$ cat src/rtl/sync_fifo_pkg.sv
// Shared constants, depth helper and pointer type for the sync_fifo block.
package sync_fifo_pkg;

  localparam int unsigned DEFAULT_WIDTH     = 32;
  localparam int unsigned DEFAULT_DEPTH_LEN = 4;

  function automatic int unsigned fifo_depth(input int unsigned len);
    return 32'd1 << len;
  endfunction

  // Pointer carries one extra wrap bit above the address bits.
  typedef logic [DEFAULT_DEPTH_LEN:0] ptr_t;

endpackage

$ cat src/rtl/sync_fifo_mem.sv
// 1-write/1-read register array with synchronous write and registered read port.
module sync_fifo_mem
  import sync_fifo_pkg::*;
#(
  parameter int unsigned WIDTH     = DEFAULT_WIDTH,
  parameter int unsigned DEPTH_LEN = DEFAULT_DEPTH_LEN
) (
  input  logic                 i_clk,
  input  logic                 i_rst_n,
  input  logic                 wr_en,
  input  logic [DEPTH_LEN-1:0] wr_addr,
  input  logic [WIDTH-1:0]     wr_data,
  input  logic                 rd_en,
  input  logic [DEPTH_LEN-1:0] rd_addr,
  output logic [WIDTH-1:0]     rd_data
);

  localparam int unsigned DEPTH = fifo_depth(DEPTH_LEN);

  logic [WIDTH-1:0] mem [0:DEPTH-1];

  // Storage is intentionally left unreset; only the read register clears.
  always_ff @(posedge i_clk) begin
    if (wr_en) begin
      mem[wr_addr] <= wr_data;
    end
  end

  always_ff @(posedge i_clk) begin
    if (!i_rst_n) begin
      rd_data <= '0;
    end else if (rd_en) begin
      rd_data <= mem[rd_addr];
    end
  end

endmodule

$ cat src/rtl/sync_fifo.sv
// Single-clock FIFO: pointers, full/empty flags, optional assertions (SYNC_FIFO_SVA_EN).
module sync_fifo
  import sync_fifo_pkg::*;
#(
  parameter int unsigned WIDTH     = DEFAULT_WIDTH,
  parameter int unsigned DEPTH_LEN = DEFAULT_DEPTH_LEN
) (
  input  logic             i_clk,
  input  logic             i_rst_n,
  input  logic [WIDTH-1:0] i_data,
  input  logic             wr_en,
  input  logic             rd_en,
  output logic [WIDTH-1:0] o_data,
  output logic             o_full,
  output logic             o_empty
);

  logic [DEPTH_LEN:0] wptr;
  logic [DEPTH_LEN:0] rptr;
  logic               wr_ok;
  logic               rd_ok;

  always_comb begin
    o_empty = (wptr == rptr);
    o_full  = (wptr[DEPTH_LEN-1:0] == rptr[DEPTH_LEN-1:0]) &&
              (wptr[DEPTH_LEN] != rptr[DEPTH_LEN]);
    wr_ok   = i_rst_n && wr_en && !o_full;
    rd_ok   = i_rst_n && rd_en && !o_empty;
  end

  always_ff @(posedge i_clk) begin
    if (!i_rst_n) begin
      wptr <= '0;
      rptr <= '0;
    end else begin
      if (wr_ok) wptr <= wptr + 1'b1;
      if (rd_ok) rptr <= rptr + 1'b1;
    end
  end

  sync_fifo_mem #(
    .WIDTH     (WIDTH),
    .DEPTH_LEN (DEPTH_LEN)
  ) u_mem (
    .i_clk   (i_clk),
    .i_rst_n (i_rst_n),
    .wr_en   (wr_ok),
    .wr_addr (wptr[DEPTH_LEN-1:0]),
    .wr_data (i_data),
    .rd_en   (rd_ok),
    .rd_addr (rptr[DEPTH_LEN-1:0]),
    .rd_data (o_data)
  );

`ifdef SYNC_FIFO_SVA_EN
  localparam logic [DEPTH_LEN:0] DEPTH_P = (DEPTH_LEN+1)'(fifo_depth(DEPTH_LEN));

  a_not_full_and_empty: assert property (@(posedge i_clk) disable iff (!i_rst_n)
    !(o_full && o_empty));

  a_overflow_stable: assert property (@(posedge i_clk) disable iff (!i_rst_n)
    (wr_en && o_full) |=> (wptr == $past(wptr)));

  a_underflow_stable: assert property (@(posedge i_clk) disable iff (!i_rst_n)
    (rd_en && o_empty) |=> (rptr == $past(rptr)));

  a_occupancy: assert property (@(posedge i_clk) disable iff (!i_rst_n)
    ((DEPTH_LEN+1)'(wptr - rptr) <= DEPTH_P));

  a_reset_flags: assert property (@(posedge i_clk)
    !i_rst_n |=> (o_empty && !o_full));
`endif

endmodule

$ cat config.mk
export PLATFORM = sky130hd
export DESIGN_NAME = sync_fifo
export DESIGN_NICKNAME = d
export VERILOG_FILES = /design/src/rtl/sync_fifo_pkg.sv /design/src/rtl/sync_fifo_mem.sv /design/src/rtl/sync_fifo.sv
export SDC_FILE = /design/constraint.sdc
export NUM_CORES = 1
export LEC_CHECK = 0
export BUFFER_PORTS_ARGS = -buffer_cell sky130_fd_sc_hd__buf_2
export CORE_ASPECT_RATIO = 2
export CORE_UTILIZATION = 30
export DETAILED_ROUTE_END_ITERATION = 8
export HOLD_SLACK_MARGIN = 0.03
export MAX_ROUTING_LAYER = met4
export PLACE_DENSITY = 0.44
export SLEW_MARGIN = 15
export SYNTH_ARGS = -nofsm -noshare
export SYNTH_HDL_FRONTEND = slang
export SYNTH_SLANG_ARGS = --single-unit
$ cat constraint.sdc
create_clock -name i_clk -period 4.6 [get_ports i_clk]
set_clock_uncertainty 0.1 [all_clocks]
set_input_delay 0.92 -clock i_clk [delete_from_list [all_inputs] [get_ports i_clk]]
set_output_delay 0.92 -clock i_clk [all_outputs]
set_load 0.01 [all_outputs]
---- Yosys cells after proc, flatten, opt, wreduce, memory -nomap -nowiden ----
Memory sizes are Yosys's and may differ from the RTL's. A register that Yosys moved wholly into a read port is not among the register bits.
Cells that the tools add are included.
storage, ports and cells
  bits in latches ......................... 0
  memory bits (read-only) ................. 0
  bits of input ports ..................... 36
  memories ................................ 1
  register bits ........................... 10
  bits in writable memories ............... 512
operators by class
  divide/modulo/power cells ............... 0
  muxes and demuxes ....................... 2
  shift operators ......................... 0
  reduce and logical (&&, ||, !) cells .... 8
  order comparisons ....................... 0
  bitwise gates (word level) .............. 0
  $mul .................................... 0
  eq/ne operators ......................... 3
  add/sub/neg operators ................... 2
memory list
  name       depth  bits a word  read ports  clocked after Yosys merged registers in  write ports  RTL line             source
  u_mem.mem  16     32           1           1                                        1            sync_fifo_mem.sv:20  logic [WIDTH-1:0] mem [0:DEPTH-1];
operators with widths
  kind                 number
  $add 5x1->5 const B  2
  $eq 5x5->1           1
  $logic_and 1x1->1    5
  $eq 4x4->1           1
  $logic_not 1->1      3
  $mux 1               2
  $ne 1x1->1           1

---- Longest topological paths before layout ----
Gate-level depths: netlist of the first run.
  depth in word-level cells ............... 6
  mapped depth ............................ 7
  mapped depth without buffers ............ 5

---- Hierarchy ----
A second synthesis of the first run with hierarchy kept.
second synthesis, totals
  cell total of the unflattened synthesis .. 1,288
  area, all modules ....................... 21,474.3 sq um
by module, submodules not included
  module         area each (sq um)  instances  cells each
  sync_fifo_mem  20,866.3           1          1,216
  sync_fifo      608.1              1          72

---- Worst setup path after synthesis of the first run ----
No wires, ideal clock.
  kind .................................... input port to flip-flop
  start point ............................. input i_rst_n
  end point ............................... memory u_mem.mem[3][0] (netlist name) (enable)
  library setup time ...................... 461 ps
  arrival ................................. 3,825 ps
  slack ................................... 214 ps
  stages on the path ...................... 5
  cell sequence ........................... clkbuf_1 nand2_1 a21oi_2 nand2_1 nor3_1
between the ends
  longest elaborated chain between the ends .. 4
ends and longest elaborated chain
  element                          RTL line             source
  from (decl)                      sync_fifo.sv:9       input logic i_rst_n,
  $logic_and 1x1->1 (2 in series)  sync_fifo.sv:27      wr_ok = i_rst_n && wr_en && !o_full;
  $mux 1                           sync_fifo_mem.sv:24  if (wr_en) begin
  $mux 1 (not written as such)     sync_fifo_mem.sv:25  mem[wr_addr] <= wr_data;
  to (decl)                        sync_fifo_mem.sv:20
Every way passes these cells.

---- Final worst setup path of the first run ----
  start point ............................. register rptr[2]
  end point ............................... output o_full
between the ends
  longest elaborated chain between the ends .. 2
ends and longest elaborated chain
  element                 RTL line         source
  from (decl)             sync_fifo.sv:19  logic [DEPTH_LEN:0] rptr;
  from (signal assigned)  sync_fifo.sv:37  if (rd_ok) rptr <= rptr + 1'b1;
  $eq 4x4->1              sync_fifo.sv:25  o_full = (wptr[DEPTH_LEN-1:0] == rptr[DEPTH_LEN-1:0]) &&
  $logic_and 1x1->1       sync_fifo.sv:25
  to (decl)               sync_fifo.sv:14  output logic o_full,
Every way passes these cells.

==> results of run 1 <==
where the power goes:
part	total [uW]	switching (uW)	internal [uW]
Clock	4210	1850	2360
Sequential	5610	42.1	5570
Combinational	454	292	162
Total	10300	2190	8090
kinds of logic (layout without fill, tap and decap cells):
| group | count (synthesis) | in the layout | share of synthesized area (%) |
|---|---|---|---|
| adder cells (fa/ha/maj) | 5 | 5 | 0.296 |
| other | 0 | 1 | 0 |
| buffers and inverters | 70 | 196 | 1.78 |
| flip-flops | 554 | 554 | 76.7 |
| AO/OA/AOI/OAI | 147 | 147 | 4.47 |
| AND/OR/NAND/NOR | 69 | 69 | 1.64 |
| multiplexers | 197 | 197 | 14.7 |
| XOR/XNOR | 9 | 9 | 0.373 |
layout make-up:
| type | instances | area [um2] | share of cell area, % |
|---|---|---|---|
| Antenna cell | 1 | 2.50 | 0.0103 |
| Clock buffer | 67 | 1360 | 5.59 |
| Clock inverter | 24 | 268 | 1.10 |
| Inverter | 2 | 7.51 | 0.0309 |
| Multi-Input combinational cell | 427 | 4590 | 18.9 |
| Sequential cell | 554 | 16200 | 66.9 |
| Tap cell | 903 | 1130 | 4.66 |
| Timing Repair Buffer | 103 | 676 | 2.78 |
cell usage in the layout, fill, tap and decap left out, types with 32 or more instances in the layout:
cell type / instances
dfxtp_1: 38
clkbuf_16: 50
o21ai_0: 34
buf_2: 69
a31oi_1: 32
mux2i_1: 83
a221oi_1: 32
a21oi_1: 32
nand2_1: 38
edfxtp_1: 512
mux4_2: 89
metal layers:
layer,track usage [%],part of all wire [%],vias up
li1,-,-,4499
met3,1.92,3.4,100
met5,-,0,-
met2,28.0,55,169
met1,16.5,38,5255
met4,5.45,3.1,0
worst max-delay path, cell delays in order (launching register included):
cell and delay, ns:
dfxtp_4 0.72, xor2_1 0.19, nor4_4 0.44, and2_1 0.24, buf_2 0.15
path summary, 6_finish.rpt:
check,start,endpoint
max,rptr[2],o_full
min,u_mem.rd_data[6],u_mem.rd_data[6]
max reg2reg,rptr[2],u_mem.mem[5][23]
min reg2reg,u_mem.rd_data[6],u_mem.rd_data[6]
flip-flops by register name, summed over array words and instances (netlist names):
register       cells
wptr               5
u_mem.rd_data     32
rptr               5
u_mem.mem        512
cell usage after synthesis (all sizes together), types with 2 or more instances:
| library cell | instances |
|---|---|
| buf | 36 |
| inv | 2 |
| and2 | 7 |
| mux2i | 83 |
| nor2b | 3 |
| o21ai | 34 |
| nand4 | 3 |
| ha | 5 |
| mux4 | 89 |
| mux2 | 25 |
| edfxtp | 512 |
| dfxtp | 42 |
| a31oi | 32 |
| a221oi | 32 |
| a21oi | 35 |
| nand2 | 38 |
| a22oi | 7 |
| xnor2 | 2 |
| xor2 | 7 |
| o211ai | 7 |
| and3 | 14 |
| clkbuf | 32 |
per-stage QoR:
stage	power (uW)	hold WS, ns	instances
after CTS	10400	0.415	2080
final	10300	0.413	2081
after floorplan	5950	0.371	1051
after global placement	6190	0.386	1989
after detailed placement	6190	0.406	1989
after global routing	10600	0.438	2081
==> flow_summary_export.csv, run 1 <==
group,metric,value,unit
critical_path,cp-end-kind,"primary output",
timing,period_needed,3.34,ns
timing,max_slew_margin,27.4,%
global_route,grt_max_degree,113,
clock_network,hold_buffers,0,
critical_path,worstPathRequired,3.58,ns
timing,worstMarginPinSlew,1.09,ns
global_route,grt_pass1_wl,76100,um
yosys,synthesis.nets,1092,
global_route,antenna_found_initial,1,
yosys,synthTopCellsByArea,"edfxtp_1 (73%), mux4_2 (9.5%), dfxtp_1 (4.0%)",
timing,fin_ws,1.26,ns
global_route,grt.total_usage,15.2,%
layout,syn2layout_area_growth,14.8,%
global_route,grt_pass1_vias,11200,
floorplan,dieHeight,377,um
critical_path,worstPathArrival,2.32,ns
layout,fillers,6504,
pwr,irDropWorstVdd,0.261,mV
critical_path,critical_path_class,"flop to primary output",
global_route,overflow,0,
pwr,p_per_area,424,nW/um2
timing,tns,0,ns
yosys,syn-instance-count,1051,
clock_network,cts_tree,"done",
yosys,yosys_warnings,0,
floorplan,fp-row-count,137,
outcome,status,"completed",
critical_path,start_kind,"flop",
layout,final_cell_area,24300,um2
place,gp_congestion,0.701,
place,port_buffers,69,
job,max_cap_violations,0,
yosys,async_reset_ff_share,0,%
clock_network,cts_root_buf,"clkbuf_16",
critical_path,reg2reg_slack,1.39,ns
floorplan,dieArea,71600,um2
drt,drtIter0Drc,529,
yosys,ys_seq_area_share,76.7,%
clock_network,clk_latency,0.60,ns
timing,max_freq,300,MHz
clock_network,cts_buffers,49,
drt,wirelength,51600,um
drt,via_per_inst,4.82,
drt,ant_nets,0,
floorplan,ios,70,
drt,vias,10000,
floorplan,start_util,30.3,%
yosys,synth_edf_count,512,
yosys,synth_top_area_share,72.7,%
drt,wire_per_inst,24.8,um
critical_path,worstPathMaxFanout,32,
clock_network,cts.clk_slew.worst_paths,0.06,ns
yosys,yosys_most_used_dff,"edfxtp_1",
timing,rsz0062_at_grt,"false",
layout,final_util,34.8,%
timing,hold_viol,0,
timing,setup_viol,0,
clock_network,post_cts_buffers,0,
clock_network,cts_buffer_depth,3,
clock_network,cts.sinks,554,
yosys,synth_area_leader_cell,"edfxtp_1",
timing,final-max-slew-violation-count,0,
yosys,syn_area_per_cell,20.1,um2
place,dp_slack,1.32,ns
clock_network,post_cts_resized,0,
drt,drcViolationCount,0,
min_path,worst_hold_path_type,"flop to flop",
yosys,syn-cell-area,21100,um2
min_path,min_delay_path_depth,2,
timing,finalCritPeriodShare,72.6,%
pwr,p_leak,0.00741,uW
place,dpl.hpwl,29500,um
layout,fin_nets,1178,
yosys,yosysUniqueCellTypes,32,
drt,firstDrtPassIters,4,
critical_path,ff2ff_path_depth,5,
clock_network,cts_htree_levels,2,
floorplan,core_region_area,69800,um2
yosys,synth-seq-cells,554,
floorplan,die_w,190,um
place,placed_area,22600,um2
layout,layout-drive-gt1-share,26.6,%
Note: power is estimated with default switching activity, not from simulation.
==> run 2: changes to the inputs <==
==> constraint.sdc (replaced) <==
create_clock -name i_clk -period 2.8 [get_ports i_clk]
set_clock_uncertainty 0.1 [all_clocks]
set_input_delay 0.56 -clock i_clk [delete_from_list [all_inputs] [get_ports i_clk]]
set_output_delay 0.56 -clock i_clk [all_outputs]
set_load 0.01 [all_outputs]
==> run 2 against run 1 <==
  * Clock power is 55% higher
  * Register-to-register slack worse by 0.88 ns
  * Final area is 1.2% higher
  * First-iteration DRC count is 43% higher
  * Largest cell class unchanged
==> flow_summary_export.csv, run 2 (synthesis gave the netlist of run 1 again) <==
group,metric,value,unit
clock_network,post_cts_buffers,0,
clock_network,clk_latency,0.58,ns
place,port_buffers,69,
drt,maxUsedRoutingLayer,"met4",
drt,drcViolationCount,0,
drt,ant_nets,0,
floorplan,die_w,190,um
critical_path,crit_chain,"xor2_1 > nor4_4 > buf_4 > and2_1 > buf_2",
drt,vias,10300,
timing,setup_viol,0,
drt,wire_per_inst,26.0,um
timing,period_needed,2.70,ns
timing,max_slew_margin,46.4,%
global_route,grt.total_usage,15.9,%
outcome,status,"completed",
critical_path,cp-end-kind,"primary output",
timing,final-max-slew-violation-count,0,
critical_path,start_kind,"flop",
clock_network,cts.clk_slew.worst_paths,0.07,ns
timing,max_freq,371,MHz
timing,tns,0,ns
place,placed_area,23000,um2
layout,top_regs,"u_mem.mem (512), u_mem.rd_data (32)",
layout,fin_nets,1196,
global_route,antenna_found_initial,4,
layout,syn2layout_area_growth,16.1,%
global_route,grt_max_degree,93,
global_route,grt_pass1_vias,11100,
global_route,grt_pass1_wl,78700,um
timing,rsz0062_at_grt,"false",
drt,dr_wl_met3,1700,um
pwr,p_sw_share,21.3,%
timing,hold_viol,0,
pwr,p_per_area,672,nW/um2
global_route,overflow,0,
drt,wl_met1,21700,um
critical_path,cp_slowest_stage_delay,0.41,ns
min_path,worst_hold_path_type,"input port to flop",
clock_network,cts.sinks,554,
layout,final_cell_area,24500,um2
drt,drtIter0Drc,754,
job,max_cap_violations,0,
floorplan,fp-row-count,137,
critical_path,cpMaxStageDelayCell,"dfxtp_4",
pwr,p_int,13000,uW
floorplan,dieHeight,377,um
drt,firstDrtPassIters,5,
place,dpl.hpwl,30900,um
place,gp_congestion,0.721,
layout,final_common_cell,"edfxtp_1",
pwr,p_seq_share,55.9,%
clock_network,cts_htree_levels,2,
layout,largest_register_ffs,512,
floorplan,start_util,30.3,%
clock_network,cts_tree,"done",
timing,finalCritPeriodShare,96.3,%
pwr,combPwrFrac,4.7,%
timing,worstMarginPinSlew,0.805,ns
layout,layout-drive-gt1-share,27.6,%
clock_network,cts_buffers,47,
critical_path,critical_path_class,"flop to primary output",
critical_path,worstPathMaxFanout,9,
layout,final_util,35.2,%
clock_network,cts_buffer_depth,3,
critical_path,worstPathRequired,2.14,ns
drt,via_per_inst,4.90,
floorplan,ios,70,
floorplan,core_region_area,69800,um2
pwr,irDropWorstVdd,0.453,mV
pwr,p_switching,3520,uW
floorplan,dieArea,71600,um2
pwr,clockPowerShare,39.4,%
pwr,p_leak,0.00749,uW
layout,regMostFlops,"u_mem.mem",
critical_path,worstPathArrival,2.04,ns
layout,mostFrequentLayoutCells,"edfxtp_1 (512), mux4_2 (89), mux2i_1 (83)",
clock_network,cts_root_buf,"clkbuf_16",
drt,dr_wl_met2,29900,um
drt,wirelength,54600,um
[run 2: cell types whose count changed in the layout (fill, tap and decap cells not counted), moves of 2 or more]
cell        previous run  this run
clkinv_1               7        10
clkinv_2               8         6
bufinv_16              5         3
diode_2                1         4
clkbuf_1              13        11
buf_12                 6        25
clkinvlp_4             2         4
clkbuf_8               4         2
[run 2: power groups by stage]
stage	Sequential, uW	Clock [uW]	Combinational [uW]
2_1_floorplan	9420	0	360
3_3_place_gp	9410	0	787
3_5_place_dp	9410	0	798
4_1_cts	9230	6710	799
5_1_grt	9240	6960	845
6_report	9230	6510	772
[run 2: final timing paths]
check	to	start	depth (start not counted)	slack, ns
min reg2reg	rptr[4]	rptr[4]	1	0.41
min	u_mem.mem[10][29]	i_data[29]	1	0.25
max reg2reg	u_mem.rd_data[5]	rptr[2]	5	0.51
max	o_full	rptr[1]	5	0.10
[run 2: worst max-delay path, delay by kind of cell (launching register included)]
family	cells	cell delay, ns
buffers and inverters	2	0.34
xor gates and xnor gates	1	0.20
and+or+nand+nor	2	0.51
DFF	1	0.41
[run 2: per-stage QoR]
stage                     std cells  total power, uW  setup slack (ns)  hold WS, ns
after global placement         2009            10200             0.451        0.398
after global routing           2100            17000           0.00971        0.241
after floorplan                1051             9780            0.0713        0.371
after CTS                      2096            16700            0.0422        0.222
final                          2100            16500             0.104        0.246
after detailed placement       2009            10200             0.444        0.395
[run 2: layout make-up]
class	count	area, um2
Antenna cell	4	10.0
Clock buffer	62	1290
Clock inverter	25	205
Fill cell	6462	45200
Inverter	2	7.51
Multi-Input combinational cell	427	4600
Sequential cell	554	16200
Tap cell	903	1130
Timing Repair Buffer	123	1060
[run 2: routing by layer]
layer  vias to the layer above  GRT usage [%]
met5                         -              -
met4                         0           4.73
met3                        73           2.23
met2                       182           29.2
met1                      5508           17.7
li1                       4536              -
[run 2: timing repair]
item,4_1_cts,5_1_grt
resized for setup,0,1
endpoints found under the setup margin,0,1
hold buffers,0,0
